`config.mk`:
```
export PLATFORM = sky130hd
export DESIGN_NAME = keypad_scanner_4x4_flat
export DESIGN_NICKNAME = d
export VERILOG_FILES = /design/src/rtl/keypad_scanner_4x4_if.sv /design/src/rtl/keypad_scanner_4x4.sv /design/src/flat_wrapper.sv
export SDC_FILE = /design/constraint.sdc
export NUM_CORES = 1
export LEC_CHECK = 0
export BUFFER_PORTS_ARGS = -buffer_cell sky130_fd_sc_hd__buf_2
export CORE_UTILIZATION = 45
export DETAILED_ROUTE_END_ITERATION = 8
export GPL_TIMING_DRIVEN = 0
export RECOVER_POWER = 25
export REMOVE_ABC_BUFFERS = 1
export SETUP_SLACK_MARGIN = 0.5
export SYNTH_ARGS = -nofsm -noshare
export SYNTH_HDL_FRONTEND = slang
export SYNTH_SLANG_ARGS = --single-unit
```
`constraint.sdc`:
```
create_clock -name Clk -period 5.6 [get_ports Clk]
set_input_delay 1.12 -clock Clk [delete_from_list [all_inputs] [get_ports Clk]]
set_output_delay 1.12 -clock Clk [all_outputs]
set_load 0.01 [all_outputs]
```
`src/rtl/keypad_scanner_4x4_if.sv`:
```
// Key-code hand-off between the keypad scanner and its consumer.
// Valid/ack handshake plus debounced status flags.
interface keypad_scanner_4x4_if;
  logic [3:0] KeyCode;
  logic       KeyValid;
  logic       KeyAck;
  logic       Pressed;
  logic       Overrun;

  modport master (
    output KeyCode,
    output KeyValid,
    output Pressed,
    output Overrun,
    input  KeyAck
  );

  modport slave (
    input  KeyCode,
    input  KeyValid,
    input  Pressed,
    input  Overrun,
    output KeyAck
  );
endinterface

```
`src/rtl/keypad_scanner_4x4.sv`:
```
// 4x4 matrix keypad scanner: row walk, debounce, one code per press.
// Codes are handed off on a valid/ack interface with sticky overrun.
module keypad_scanner_4x4 #(
  parameter int SCAN_DIV       = 50000,
  parameter int DEBOUNCE_TICKS = 4
) (
  input  logic                        Clk,
  input  logic                        Rst,
  input  logic [3:0]                  Col,
  output logic [3:0]                  Row,
  keypad_scanner_4x4_if.master        key
);

  localparam int PW = (SCAN_DIV > 1) ? $clog2(SCAN_DIV) : 1;
  localparam logic [PW-1:0] PRE_LAST = PW'(SCAN_DIV - 1);
  localparam logic [3:0] DB_LAST = 4'(DEBOUNCE_TICKS);

  localparam logic [1:0] ST_SCAN = 2'd0;
  localparam logic [1:0] ST_DEB  = 2'd1;
  localparam logic [1:0] ST_HELD = 2'd2;

  logic [3:0]    col_s1;
  logic [3:0]    col_s2;
  logic [PW-1:0] presc;
  logic          tick;

  logic [1:0] state;
  logic [1:0] state_n;
  logic [1:0] row_idx;
  logic [1:0] row_n;
  logic [1:0] cap_col;
  logic [1:0] cap_n;
  logic [3:0] count;
  logic [3:0] count_n;
  logic [3:0] count_inc;

  logic       any_low;
  logic       cap_low;
  logic [1:0] low_col;
  logic       accept;

  logic [3:0] code_q;
  logic       valid_q;
  logic       overrun_q;

  assign tick      = (presc == PRE_LAST);
  assign any_low   = ~&col_s2;
  assign cap_low   = ~col_s2[cap_col];
  assign count_inc = count + 4'd1;

  // Lowest column index wins when several columns are low.
  always_comb begin
    low_col = 2'd0;
    for (int i = 3; i >= 0; i--) begin
      if (!col_s2[i]) low_col = 2'(i);
    end
  end

  always_comb begin
    state_n = state;
    row_n   = row_idx;
    count_n = count;
    cap_n   = cap_col;
    accept  = 1'b0;
    if (tick) begin
      unique case (state)
        ST_SCAN: begin
          if (any_low) begin
            cap_n   = low_col;
            count_n = 4'd1;
            if (DEBOUNCE_TICKS == 1) begin
              accept  = 1'b1;
              state_n = ST_HELD;
              count_n = 4'd0;
            end else begin
              state_n = ST_DEB;
            end
          end else begin
            row_n = row_idx + 2'd1;
          end
        end
        ST_DEB: begin
          if (cap_low) begin
            count_n = count_inc;
            if (count_inc == DB_LAST) begin
              accept  = 1'b1;
              state_n = ST_HELD;
              count_n = 4'd0;
            end
          end else begin
            state_n = ST_SCAN;
            count_n = 4'd0;
            row_n   = row_idx + 2'd1;
          end
        end
        ST_HELD: begin
          // Release needs an unbroken run of high samples.
          count_n = cap_low ? 4'd0 : count_inc;
          if (!cap_low && count_inc == DB_LAST) begin
            state_n = ST_SCAN;
            count_n = 4'd0;
            row_n   = row_idx + 2'd1;
          end
        end
        default: begin
          state_n = ST_SCAN;
          count_n = 4'd0;
        end
      endcase
    end
  end

  always_ff @(posedge Clk) begin
    if (Rst) begin
      col_s1    <= 4'hF;
      col_s2    <= 4'hF;
      presc     <= '0;
      state     <= ST_SCAN;
      row_idx   <= 2'd0;
      cap_col   <= 2'd0;
      count     <= 4'd0;
      code_q    <= 4'd0;
      valid_q   <= 1'b0;
      overrun_q <= 1'b0;
    end else begin
      col_s1  <= Col;
      col_s2  <= col_s1;
      presc   <= tick ? '0 : presc + PW'(1);
      state   <= state_n;
      row_idx <= row_n;
      cap_col <= cap_n;
      count   <= count_n;
      // An ack in the accept cycle frees the slot for the new code.
      if (accept) begin
        if (!valid_q || key.KeyAck) begin
          code_q  <= {row_idx, cap_n};
          valid_q <= 1'b1;
        end else begin
          overrun_q <= 1'b1;
        end
      end else if (valid_q && key.KeyAck) begin
        valid_q <= 1'b0;
      end
    end
  end

  assign Row          = ~(4'b0001 << row_idx);
  assign key.KeyCode  = code_q;
  assign key.KeyValid = valid_q;
  assign key.Pressed  = (state == ST_HELD);
  assign key.Overrun  = overrun_q;

endmodule

```
`src/flat_wrapper.sv`:
```
// flat-port wrapper written by rule: the top's interface ports become plain ports
module keypad_scanner_4x4_flat 
#(
  parameter int SCAN_DIV       = 50000,
  parameter int DEBOUNCE_TICKS = 4
)
  (Clk, Rst, Col, Row, key_KeyCode, key_KeyValid, key_Pressed, key_Overrun, key_KeyAck);
  keypad_scanner_4x4_if key_i ();
  input  logic Clk;
  input  logic Rst;
  input  logic [3:0] Col;
  output logic [3:0] Row;
  output wire logic [$bits(key_i.KeyCode)-1:0] key_KeyCode;
  output wire logic [$bits(key_i.KeyValid)-1:0] key_KeyValid;
  output wire logic [$bits(key_i.Pressed)-1:0] key_Pressed;
  output wire logic [$bits(key_i.Overrun)-1:0] key_Overrun;
  input wire logic [$bits(key_i.KeyAck)-1:0] key_KeyAck;
  assign key_KeyCode = key_i.KeyCode;
  assign key_KeyValid = key_i.KeyValid;
  assign key_Pressed = key_i.Pressed;
  assign key_Overrun = key_i.Overrun;
  assign key_i.KeyAck = key_KeyAck;
  keypad_scanner_4x4 #(.SCAN_DIV(SCAN_DIV), .DEBOUNCE_TICKS(DEBOUNCE_TICKS)) u_core (.Clk(Clk), .Rst(Rst), .Col(Col), .Row(Row), .key(key_i));
endmodule
```
* After elaboration in Yosys (flattened, before gate mapping)
Index checks and enable logic that the tools add are counted.
** Storage, ports and cells
- Output and inout port bits :: 11
- Flip-flop bits (word level) :: 40
** Cells by class
- Equal/unequal tests :: 10
- Shift operators :: 1
- Bitwise logic cells :: 2
- Reductions and logical operators :: 15
- $add $sub $neg :: 3
- Magnitude comparators :: 1
- Multiplexer cells :: 31
** Operators by type and width (number)
- $mux 2 :: 14
- $mux 4 :: 5
- $add 16x1->16 const B :: 1
- $eq 16x16->1 const B :: 1
- $pmux 2 s3 :: 2
- $pmux 4 s3 :: 1
- $mux 1 :: 8
- $reduce_and 2->1 :: 4
- $reduce_and 4->1 :: 2
- $ne 2x1->1 const B :: 3
- $reduce_and 5->1 :: 1
- $add 4x1->4 const B :: 1
- $eq 4x3->1 const B :: 1
- $ne 2x2->1 const B :: 2
- $not 4->4 :: 1
- $shl 1x2->4 const A :: 1
- $lt 2x3->1 const B :: 1
- $ne 3x1->1 const B :: 1
- $reduce_bool 3->1 :: 1
- $add 2x1->2 const B :: 1
- $bmux 1 s2 :: 1
- $eq 2x1->1 const B :: 1
- $eq 2x2->1 const B :: 1
- $logic_and 1x1->1 :: 2
- 6 further kinds :: 6

* Logic depth before layout (Yosys ltp)
- Depth in word-level cells :: 8
- Mapped depth :: 7

* Worst setup path before layout
No wires, ideal clock.
- Path kind :: input -> register
- Start point :: input key_KeyAck
- End point :: register u_core.code_q[1] (netlist: u_core.key.KeyCode[1])
- Arrival time :: 2119 ps
- Buffers on the path :: 1
- Data required time :: 5477 ps
- Stages on the path :: 4
- Setup slack :: 3357 ps
- Cell sequence :: nor2b_1 > or4b_1 > clkbuf_2 > mux2_1
** Between the ends
- Word-level cells in the longest chain between the ends :: 2
** Ends and longest elaborated chain
- start: declaration :: line flat_wrapper.sv:17 : input wire logic [$bits(key_i.KeyAck)-1:0] key_KeyAck;
- $logic_or 1x1->1 :: line keypad_scanner_4x4.sv:135 : if (!valid_q || key.KeyAck) begin
- $reduce_and 2->1 (no line)
- end signal: assignment :: line keypad_scanner_4x4.sv:136 : code_q <= {row_idx, cap_n};
- end: declaration :: line keypad_scanner_4x4.sv:42 : logic [3:0] code_q;
Every way passes these cells.
A chain may end at the register's enable or synchronous reset.

* Worst setup path after layout
- Start point :: register u_core.count[0]
- End point :: register u_core.code_q[1] (netlist: u_core.key.KeyCode[1])
** Between the ends
- Word-level cells in the longest chain between the ends :: 7
** Ends and longest elaborated chain
- start: declaration :: line keypad_scanner_4x4.sv:33 : logic [3:0] count;
- start signal: assignment :: line keypad_scanner_4x4.sv:132 : count <= count_n;
- $add 4x1->4 :: line keypad_scanner_4x4.sv:49 : assign count_inc = count + 4'd1;
- $eq 4x3->1 :: line keypad_scanner_4x4.sv:85 : if (count_inc == DB_LAST) begin
- $mux 1 :: line keypad_scanner_4x4.sv:85
- $mux 1 :: line keypad_scanner_4x4.sv:83 : if (cap_low) begin
- $mux 1 :: line keypad_scanner_4x4.sv:66 : unique case (state)
- $mux 1 :: line keypad_scanner_4x4.sv:65 : if (tick) begin
- $reduce_and 2->1 (no line)
Every way passes these cells.

==> metrics.md <==
| Metric | Value |
|---|---|
| Largest family of logic cells by synthesized area | simple AND/OR/NAND/NOR gates |
| Crit start category | register |
| Final WL | ~3.4 mm |
| Share of the synthesized area in the top cell type | 0.437 |
| WL/cell | about 13 µm |
| Post-synth EDFFs | 0 |
| Layout Area Growth over Synthesis | 12.3% |
| Max-slew violations | 0 |
| Vias | between 1k and 1.5k |
| Cts hold-fix bufs | 0 |
| Starting density of the core | 0.485 |
| Critical path endpoint category | register |
| Compound-Gate Fraction of Synth Area | 0.0704 |
| Postcts setup bufs | 0 |
| Power density over the cells | 275 nW/µm² |
| Fraction of layout cells with a size suffix above 1 | 0.158 |
| Post-synthesis xor/xnor area fraction | 0.0670 |
| WP data required | roughly 5800 ps |
| Seq pwr share | 0.519 |
| Top Ports | 18 |
| Crit Path Max Fanout | 6 |
| NumNets Final | 233 |
| DR iter-0 viols | between 50 and 60 |
| Die Y | 65.8 µm |
| Grt total ovfl | 0 |
| Clock sinks | 40 |
| Finished Core Util | 0.545 |
| Global-route wire length before repair | ~6 mm |
| CTS tree | yes |
| Hold Path Class | register to register |
| Switching Fraction | 0.196 |
| Total track usage | 0.184 |
| TNS Setup | 0 ps |
| Vias per cell | ~5.3 |
| PnR worst setup slack | ~3200 ps |
| Synth area leader | dfxtp_1 |
| Routed Antenna Nets | 0 |
| Asr flop ratio synth | 0 |
| DP Wirelength | about 2.4 mm |
| Top cells by area, synth | dfxtp_1 (44%), nor2_1 (5.7%), ha_1 (4.1%) |
| Routability Congestion | approximately 0.85 |
| Pre-CTS setup slack | approximately 3200 ps |
| Synth cell types | 44 |
| Post-Synth Simple-Gate Area | 0.307 |
| F_max | 409 MHz |
| Synth Instances | 204 |
| Crit Path Category | register to register |
| Synthesis-stage register bit count | 40 |
| Area share of fa/ha/maj cells after synthesis | 0.0410 |
| Worst path max stage delay | around 660 ps |
| Critical-path cell list | ha_1, nor3b_1, nand2_1, or4b_1, mux2_1 |
| Status | completed |
| Min Tclk post-route | around 2400 ps |
| Filler cells | 340 |
| Mean area per synthesized cell | approximately 9.0 µm² |
| Layout Skew | around 4.0 ps |
| Vias in the first global route | 1444 |
| Leak Pwr | approximately 0.78 nW |
| Root buffer cell | clkbuf_8 |
| Switch Pwr | 0.111 mW |
| Sequential area share after synthesis | 0.437 |
| Crit path arrival time | between 2000 and 3000 ps |
| Buf+Inv Stages, Crit Path | 0 |
| Die X | around 66 µm |
| Final setup viols | 0 |
| Post-CTS resize count | 0 |
| Slew @ Worst Pin | 1020 ps |
| H-tree Lvls | 2 |
| Ant diodes | 0 |
| Ys flop type | dfxtp_1 |
| Combinational group share of total power | 0.032 |
| Final hold viol count | 0 |
| Mux contribution to synthesized area | 0.0349 |
| Netlist Area Pre-Place | between 1500 and 2000 µm² |
| Die area | roughly 4300 µm² |
| Clock slew at reported path FFs | 70 ps |
| RSZ-0062 raised after global routing | false |
| YS warnings | 0 |
| Fin crit share | 0.437 |
| Num CTS Buffers | 5 |
| Drc violations | 0 |
| Relative slew slack | 0.323 |
| First-pass detailed-route iteration total | 4 |
| Core Footprint | about 3800 µm² |
| Pin count of the biggest net entering global routing | 27 |
| Bufs on Longest Clock Path | 2 |
| CP top delay family | simple AND/OR/NAND/NOR gates |
| Clock power share | 0.448 |
| Max-capacitance violation count | 0 |
| Rows | 22 |
| Cell-internal power | approximately 0.45 mW |
| IO buf count | 17 |
| Peak supply drop | around 0.14 mV |
| Critical path's slowest cell | or4b_1 |
| Worst-skew pair later-pin latency | a little under 300 ps |
| Initial antenna violation count | 0 |
-- power groups by stage --
| stage | registers (mW) | logic, mW | clock network (mW) |
|---|---|---|---|
| floorplan | 0.299 | 0.0117 | 0 |
| global placement | 0.299 | 0.0175 | 0 |
| detailed placement | 0.300 | 0.0185 | 0 |
| CTS | 0.293 | 0.0186 | 0.262 |
| global route | 0.294 | 0.0216 | 0.272 |
| finish | 0.293 | 0.0184 | 0.253 |
-- worst register-to-register path: stages, from the launching register on --
cell	delay, ps
dfxtp_1	420
ha_1	200
nor3b_1	520
nand2_1	170
or4b_1	660
mux2_1	370
-- sequential cells by signal (all words and copies together), names as in the netlist --
register,cells
u_core.count,4
u_core.key.Overrun,1
u_core.state,2
u_core.key.KeyCode,4
u_core.col_s1,4
u_core.col_s2,4
u_core.cap_col,2
u_core.key.KeyValid,1
u_core.presc,16
u_core.row_idx,2
-- area by class of cell --
class                   instances  area [µm²]  area share
clock buffers                   7        96.3      0.0469
clock inverters                 1        30.0      0.0146
inverters                      10        37.5      0.0183
multi-input cells             146         952       0.463
flip-flops and latches         40         801       0.390
well taps                      48        60.1      0.0292
repair buffers                 17        78.8      0.0383
-- path summary, 6_finish.rpt --
kind                                   endpoint  slack (ps)                         start  depth (start not counted)
max          u_core.key.KeyCode[1]$_SDFFE_PP0P_        3150  u_core.count[0]$_SDFFE_PP0P_                          5
min                 u_core.col_s2[3]$_SDFF_PP1_         410   u_core.col_s1[3]$_SDFF_PP1_                          1
max reg2reg  u_core.key.KeyCode[1]$_SDFFE_PP0P_        3150  u_core.count[0]$_SDFFE_PP0P_                          5
min reg2reg         u_core.col_s2[3]$_SDFF_PP1_         410   u_core.col_s1[3]$_SDFF_PP1_                          1
-- synthesized netlist by cell type, types with 2 or more instances --
library cell  instances
a21oi_1               8
a31oi_1               3
and3_1                2
clkbuf_1              5
dfxtp_1              40
ha_1                  6
inv_1                10
mux2i_1               3
nand2_1              11
nand3_1              12
nand3b_1              4
nand4_1               3
nand4b_1              2
nor2_1               28
nor2b_1               7
nor3_1                4
nor4_1                2
o21ai_0               6
or2_2                 8
or3_1                 3
or4b_1                2
xnor2_1               7
xor2_1                7
-- metal layers --
| layer | vias to the layer above | track usage | wire (µm) |
|---|---|---|---|
| met5 | - | 0 | 0 |
| met4 | 0 | 0.0734 | 23 |
| met3 | 2 | 0.0603 | 173 |
| met2 | 33 | 0.306 | 1580 |
| met1 | 665 | 0.218 | 1600 |
| li1 | 729 | - | - |
-- placed cells by master (no fill, tap or decap), types with 2 or more instances in the layout --
cell       n
dfxtp_1   40
a31oi_1    3
ha_1       6
clkbuf_1   5
nor2_1    28
nand4b_1   2
or2_2      8
and3_1     2
xor2_1     7
or4b_1     2
xnor2_1    7
nor4_1     2
or3_1      3
buf_2     12
inv_1     10
o21ai_0    6
nand2_1   11
nand3b_1   4
nand3_1   12
a21oi_1    8
nand4_1    3
mux2i_1    3
clkbuf_8   7
nor3_1     4
nor2b_1    7
-- cell families (layout without fill, tap and decap cells) --
logic type	Yosys count	in the layout
AOI/OAI and AO/OA	21	21
xor gates and xnor gates	14	14
adders and majority gates	6	6
buffers and inverters	18	35
DFF	40	40
muxes	5	5
and+or+nand+nor	100	100
-- per-stage QoR --
step | cells | hold WS [ps] | power (mW) | area (µm²)
after floorplan | 196 | 389 | 0.311 | 1790
after global placement | 261 | 392 | 0.317 | 1940
after detailed placement | 261 | 395 | 0.318 | 1940
after CTS | 269 | 414 | 0.574 | 2060
after global routing | 269 | 426 | 0.587 | 2060
final | 269 | 410 | 0.565 | 2060
Power figures use the tool's default switching activity.
